<file path="src/rtl/mem_cmd_responder.sv">
// Memory endpoint for the accelerator command bus: decodes read/write commands,
// moves bytes between a byte-wide memory port and the accelerator streams, then acks.
module mem_cmd_responder #(
  parameter int         ADDRW      = 24,
  parameter logic [1:0] MY_ID      = 2'b00,
  parameter int         KEY_BYTES  = 32,
  parameter int         TEXT_BYTES = 16
) (
  input  logic             clk,
  input  logic             rst,
  input  logic             cmd_valid,
  input  logic [ADDRW+7:0] cmd_data,
  output logic             busy,
  output logic             drop_err,
  output logic             mem_req,
  output logic             mem_we,
  output logic [ADDRW-1:0] mem_addr,
  output logic [7:0]       mem_wdata,
  input  logic             mem_ready,
  input  logic             mem_rvalid,
  input  logic [7:0]       mem_rdata,
  output logic             tx_valid,
  output logic [7:0]       tx_data,
  output logic [1:0]       tx_dest,
  input  logic             tx_ready,
  input  logic             rx_valid,
  input  logic [7:0]       rx_data,
  output logic             rx_ready,
  output logic [2:0]       ack_out,
  output logic [2:0]       fsm_state
);

  localparam logic [2:0] S_IDLE     = 3'd0;
  localparam logic [2:0] S_RD_ISSUE = 3'd1;
  localparam logic [2:0] S_RD_WAIT  = 3'd2;
  localparam logic [2:0] S_RD_SEND  = 3'd3;
  localparam logic [2:0] S_WR_RECV  = 3'd4;
  localparam logic [2:0] S_WR_ISSUE = 3'd5;
  localparam logic [2:0] S_ACK      = 3'd6;

  localparam logic [5:0] KEY_LAST  = 6'(KEY_BYTES - 1);
  localparam logic [5:0] TEXT_LAST = 6'(TEXT_BYTES - 1);

  logic [2:0]       state;
  logic [ADDRW-1:0] base;
  logic [5:0]       cnt;
  logic [5:0]       last;
  logic [7:0]       wdata;

  logic [1:0] opcode;
  logic [1:0] src_id;
  logic [1:0] dst_id;
  logic       is_rd;
  logic       is_wr;
  logic       hit;
  logic       unused_flags;

  assign opcode       = cmd_data[1:0];
  assign src_id       = cmd_data[3:2];
  assign dst_id       = cmd_data[5:4];
  assign unused_flags = ^cmd_data[7:6];

  assign is_rd = cmd_valid && (opcode == 2'b00 || opcode == 2'b01) && (src_id == MY_ID);
  assign is_wr = cmd_valid && (opcode == 2'b10) && (dst_id == MY_ID);
  assign hit   = is_rd || is_wr;

  // Handshakes: a transfer on mem/tx/rx happens on the rising edge where both
  // the request side (mem_req/tx_valid/rx_valid) and the accept side
  // (mem_ready/tx_ready/rx_ready) are high; requests are held with stable
  // payload until then.
  assign busy      = (state != S_IDLE);
  assign mem_req   = (state == S_RD_ISSUE) || (state == S_WR_ISSUE);
  assign mem_we    = (state == S_WR_ISSUE);
  assign mem_addr  = base + ADDRW'(cnt);
  assign mem_wdata = wdata;
  assign tx_valid  = (state == S_RD_SEND);
  assign rx_ready  = (state == S_WR_RECV);
  assign ack_out   = (state == S_ACK) ? {1'b1, MY_ID} : 3'b000;
  assign fsm_state = state;

  always_ff @(posedge clk or posedge rst) begin
    if (rst) begin
      state    <= S_IDLE;
      base     <= '0;
      cnt      <= '0;
      last     <= '0;
      wdata    <= '0;
      tx_data  <= '0;
      tx_dest  <= '0;
      drop_err <= 1'b0;
    end else begin
      // A matching command that arrives mid-transfer is flagged and discarded.
      drop_err <= hit && (state != S_IDLE);
      case (state)
        S_IDLE: begin
          if (hit) begin
            base    <= cmd_data[ADDRW+7:8];
            tx_dest <= dst_id;
            cnt     <= '0;
            last    <= (opcode == 2'b00) ? KEY_LAST : TEXT_LAST;
            state   <= is_rd ? S_RD_ISSUE : S_WR_RECV;
          end
        end
        S_RD_ISSUE: begin
          if (mem_ready) state <= S_RD_WAIT;
        end
        S_RD_WAIT: begin
          if (mem_rvalid) begin
            tx_data <= mem_rdata;
            state   <= S_RD_SEND;
          end
        end
        S_RD_SEND: begin
          if (tx_ready) begin
            if (cnt == last) begin
              state <= S_ACK;
            end else begin
              cnt   <= cnt + 6'd1;
              state <= S_RD_ISSUE;
            end
          end
        end
        S_WR_RECV: begin
          if (rx_valid) begin
            wdata <= rx_data;
            state <= S_WR_ISSUE;
          end
        end
        S_WR_ISSUE: begin
          if (mem_ready) begin
            if (cnt == last) begin
              state <= S_ACK;
            end else begin
              cnt   <= cnt + 6'd1;
              state <= S_WR_RECV;
            end
          end
        end
        S_ACK:   state <= S_IDLE;
        default: state <= S_IDLE;
      endcase
    end
  end

endmodule

</file>
<file path="config.mk">
export PLATFORM = sky130hd
export DESIGN_NAME = mem_cmd_responder
export DESIGN_NICKNAME = d
export VERILOG_FILES = /design/src/rtl/mem_cmd_responder.sv
export SDC_FILE = /design/constraint.sdc
export NUM_CORES = 1
export LEC_CHECK = 0
export ABC_CLOCK_PERIOD_IN_PS = 3000
export CAP_MARGIN = 20
export CELL_PAD_IN_SITES_DETAIL_PLACEMENT = 0
export CELL_PAD_IN_SITES_GLOBAL_PLACEMENT = 1
export CORE_ASPECT_RATIO = 0.7
export CORE_UTILIZATION = 34
export CTS_CLUSTER_SIZE = 12
export DETAILED_ROUTE_END_ITERATION = 6
export PLACE_DENSITY_LB_ADDON = 0.3
export SETUP_SLACK_MARGIN = 0.02
export SYNTH_ARGS = -nofsm -noshare
export SYNTH_HDL_FRONTEND = slang
export SYNTH_SLANG_ARGS = --single-unit
</file>
<file path="constraint.sdc">
create_clock -name clk -period 3 [get_ports clk]
set_clock_uncertainty 0.05 [all_clocks]
set_input_delay 0.45 -clock clk [delete_from_list [all_inputs] [get_ports clk]]
set_output_delay 0.45 -clock clk [all_outputs]
set_load 0.02 [all_outputs]
</file>
**Word level (Yosys, flattened, before mapping)**

Cells that the tools add are included.

- Bits in registers: 58
- Bits in latches: 0
- Bits in writable memories: 0
- Bits in read-only memories: 0
- Memories kept: 0

- Add/subtract/negate cells: 2
- $mul: 0
- Div/mod/pow operators: 0
- Magnitude comparators: 0
- Equal/unequal tests: 15
- Shift-type cells: 0
- Mux-type cells: 17
- Bitwise logic cells: 0
- Reduce and logical (&&, ||, !) cells: 19

Operator list:

| cell | number |
|---|---|
| $mux W3 | 9 |
| $add A24 B6 Y24 | 1 |
| $mux W6 | 4 |
| $pmux W3 S6 | 1 |
| $pmux W6 S3 | 1 |
| $eq A3 B3 Y1 const B | 3 |
| $ne A2 B2 Y1 const B | 4 |
| $add A6 B1 Y6 const B | 1 |
| $eq A3 B2 Y1 const B | 2 |
| $eq A6 B6 Y1 | 1 |
| $logic_not A2 Y1 | 3 |
| $reduce_and A2 Y1 | 3 |
| $reduce_and A6 Y1 | 1 |
| $reduce_bool A3 Y1 | 2 |
| $logic_and A1 B1 Y1 | 5 |
| $mux W5 | 1 |
| $ne A2 B1 Y1 const B | 2 |
| $reduce_and A4 Y1 | 1 |
| $eq A3 B1 Y1 const B | 1 |
| $logic_not A3 Y1 | 1 |
| $logic_or A1 B1 Y1 | 3 |
| $eq A2 B1 Y1 const B | 1 |
| $eq A2 B2 Y1 const B | 1 |
| $mux W2 | 1 |

**Longest topological paths before layout**

- Depth in word-level cells: 7
- Gate-level depth with buffers: 7

**Least setup slack after synthesis**

Ideal clock, no wire load.

- Path kind: reg2out
- From: reg cnt[0]
- To: out mem_addr[16]
- Arrival time: 2.325 ns
- Required time: 2.500 ns
- Slack: 0.175 ns
- Stages on the path, launching flop included: 8
- Path buffers: 0
- Cell sequence: dfrtp_1 -> ha_1 -> fa_1 -> a21o_1 -> a221oi_1 -> nand2b_1 -> nor2_1 -> xnor2_1

- Longest elaborated chain between the ends: 1

RTL lines:

| item | RTL line | RTL |
|---|---|---|
| from (decl) | 46 | `logic [5:0] cnt;` |
| from (signal assigned) | 118 | `cnt <= cnt + 6'd1;` |
| from (signal assigned) | 134 | `cnt <= cnt + 6'd1;` |
| $add A24 B6 Y24 | 74 | `assign mem_addr = base + ADDRW'(cnt);` |
| to (decl) | 17 | `output logic [ADDRW-1:0] mem_addr,` |

No other way between the ends.

**Worst setup path after layout**

- From: reg cnt[0]
- To: out mem_addr[22]

Same word-level chain as after synthesis.

==> reports/summary.txt <==
outcome = completed
post-placement worst setup slack = -0.155 ns
Gate Count Post-Synth = 261
prevailing post-synth register cell = sky130_fd_sc_hd__dfrtp_1
CTS tree = built
total instance count after detailed placement = 474
Die H = 79.4 µm
Die Outline Area = 0.00894 mm²
Hold Worst Slack = 0.441 ns
proportion of layout cells with a drive suffix above 1 = 24.6%
initial DRC count = 144
share of total power in the clock network = 14.6%
Synth area leaders = sky130_fd_sc_hd__dfrtp_1, sky130_fd_sc_hd__mux2_2, sky130_fd_sc_hd__xnor2_1
Slew Limit Fails = 0
endpoints failing hold = 0
initial cell density of the core = 36.1%
Async SR Flop Fraction = 100%
most common cell in the netlist = sky130_fd_sc_hd__dfrtp_1
critical setup path kind = reg -> out
clock transition time at the flip-flop clock pins of the worst setup and hold paths = 0.07 ns
signed area change from the synthesized netlist to the final layout = 48.3%
antenna cell count = 0
maximum net fanout on the critical path = 3
wire length of the first global-routing pass = 12.2 mm
fmax = 0.353 GHz
met2 layer usage reported by global route = 25.4%
H-tree depth = 2
gp weighted congestion = 0.826
site row count = 27
area of the core = 0.00807 mm²
switching power summed over all nets = 1.59 mW
count of nets after finishing = 444
number of buffers added by the clock tree synthesis step = 5
DRC = 0
num ports = 109
maximum buffer depth of the clock tree = 2
netlist area before placement = 0.00291 mm²
pwr dens = 933 mW/mm²
width of the chip = 113 µm
placed wire-length estimate = 5.53 mm
count of nets left with antenna violations after detail routing = 0
total iterations of the first detailed-routing run = 4
number of vias after detailed routing = 2378
post-synthesis cell type with the largest combined area = sky130_fd_sc_hd__dfrtp_1
number of buffers added for setup after CTS = 0
cell-internal power = 2.44 mW
detailed-route vias per instance = 4.92
GR Util met3 = 6.00%
number of antenna violations at the first check in global routing = 0
clock insertion delay at the later pin of the skew report = 0.29 ns
post-detailed-route wirelength per cell = 15.2 µm
part of the cycle the worst path needs = 94.3%
Worst setup EP type = output pin
final setup fails = 0
placement-stage cell area = 0.00415 mm²
GRT met1 Usage = 24.5%
CTS Sinks = 54
top cell type's share of synthesized area = 46.4%
min Tclk post-route = 2.83 ns
aggregate global-route resource usage = 17.3%
unrepaired setup endpoints after global routing = false
Hold/Removal Path Class = reg -> reg
Worst VDD drop = 0.530 mV
worst setup margin = 0.171 ns
Gate power share = 53.0%
Yosys Warn Count = 0
via count of the first global-routing pass = 2484
WP data required = 2.50 ns
most numerous cell types in the synthesized netlist = sky130_fd_sc_hd__dfrtp_1, sky130_fd_sc_hd__mux2_2, sky130_fd_sc_hd__nand2_1, sky130_fd_sc_hd__nor2_1, sky130_fd_sc_hd__xnor2_1
element type at the critical path start = register
arrival time worst endpoint = 2.33 ns
Post-synth EDFFs = 0
post-route core utilization = 53.5%
post-synthesis register bit count = 54
cell area after layout = 0.00432 mm²
most utilized layer in the global route result = met2
count of cell types in the netlist = 51
Post-CTS Hold Buffers = 0
relative contribution of sequential cells to total power = 32.4%
global-route congestion overflow total = 0
share of synthesized area occupied by flip-flops and latches = 46.4%
leakage power total = 1.95 nW
worst-margin pin slew = 0.735 ns
number of cells in the finished layout apart from fillers = 483
Sw Ratio = 39.4%
Relative slew margins = 50.6%
clock root buffer = sky130_fd_sc_hd__clkbuf_16
setup TNS after final layout = 0 ns
max-capacitance violation count = 0
maximum number of pins on one net before global-route repair = 34
syn avg cell area = 11.2 µm²
PnR Total Power = 4.03 mW
input/output buffers = 104
sum of routed wire length over all layers = 7.32 mm
==> worst max-delay path, cell delays in order, from the launching register on <==
cell and delay (ns):
sky130_fd_sc_hd__dfrtp_1 0.39, sky130_fd_sc_hd__ha_2 0.19, sky130_fd_sc_hd__fa_2 0.35, sky130_fd_sc_hd__a21o_1 0.21
sky130_fd_sc_hd__a221oi_2 0.23, sky130_fd_sc_hd__buf_4 0.17, sky130_fd_sc_hd__nand2b_4 0.13, sky130_fd_sc_hd__nor2_1 0.05
sky130_fd_sc_hd__xor2_1 0.16, sky130_fd_sc_hd__buf_4 0.16
==> power by group through the flow <==
stage | logic (mW) | clock network, mW | registers (mW)
CTS | 2.16 | 0.611 | 1.31
floorplan | 1.16 | 0 | 1.45
global route | 2.28 | 0.635 | 1.36
finish | 2.14 | 0.588 | 1.31
global placement | 2.18 | 0 | 1.30
detailed placement | 2.21 | 0 | 1.32
==> routing by layer <==
| layer | part of all wire (%) | up-vias |
|---|---|---|
| li1 | - | 1166 |
| met1 | 50 | 1126 |
| met2 | 41 | 78 |
| met3 | 8.1 | 8 |
| met4 | 0.81 | 0 |
| met5 | 0 | - |
==> logic make-up (layout without fill, tap and decap cells) <==
logic type | count (synthesis) | after routing | share of synthesized area (%)
mux | 43 | 43 | 16.6
compound gates | 32 | 33 | 8.55
other cells | 1 | 2 | 0.129
simple gates | 82 | 82 | 15.0
xor+xnor | 23 | 23 | 6.92
flops | 54 | 54 | 46.4
buf+inv | 18 | 137 | 2.75
fa+ha+maj | 8 | 8 | 3.70
==> area by class of cell <==
| type | instances | area [µm²] |
|---|---|---|
| clock inverter | 2 | 12.5 |
| timing repair buffer | 119 | 1100 |
| tap | 101 | 126 |
| sequential | 54 | 1350 |
| fill | 735 | 3750 |
| clock buffer | 6 | 139 |
| multi-input combinational | 191 | 1550 |
| inverter | 10 | 37.5 |
==> cells in the final DEF (no fill, tap or decap), drive strengths merged, types with 4 or more instances in the layout <==
cell / count
nor2: 18
nand2: 18
dfrtp: 54
dlygate4sd2: 10
and2: 5
mux2: 42
nand4: 4
inv: 10
xnor2: 16
ha: 7
a21oi: 5
xor2: 7
clkdlybuf4s50: 83
nand3: 11
clkbuf: 8
buf: 23
o21ai: 5
o211ai: 5
nand2b: 7
==> path summary, 6_finish.rpt <==
check,startpoint,to,slack [ns],cells after the start
max reg2reg,cnt[1]$_DFFE_PP0P_,cnt[0]$_DFFE_PP0P_,0.87,6
min in group asynchronous,rst,base[22]$_DFFE_PP0P_,0.46,3
min reg2reg,tx_dest[0]$_DFFE_PP0P_,tx_dest[0]$_DFFE_PP0P_,0.44,2
max in group asynchronous,rst,tx_data[0]$_DFFE_PP0P_,2.06,3
min,tx_dest[0]$_DFFE_PP0P_,tx_dest[0]$_DFFE_PP0P_,0.44,2
max,cnt[0]$_DFFE_PP0P_,mem_addr[22],0.17,9
==> flip-flops by register name, summed over array words and instances (netlist names) <==
signal	count
fsm_state	3
last	2
cnt	6
tx_data	8
drop_err	1
tx_dest	2
mem_wdata	8
base	24
==> repair_timing <==
item | CTS | global route
resized for setup | 58 | 8
endpoints found under the hold margin | 0 | 0
pin swaps | 1 | 3
gates cloned | 1 | 0
setup endpoints to repair | 20 | 11
No activity file was read; power rests on OpenSTA's default activity.
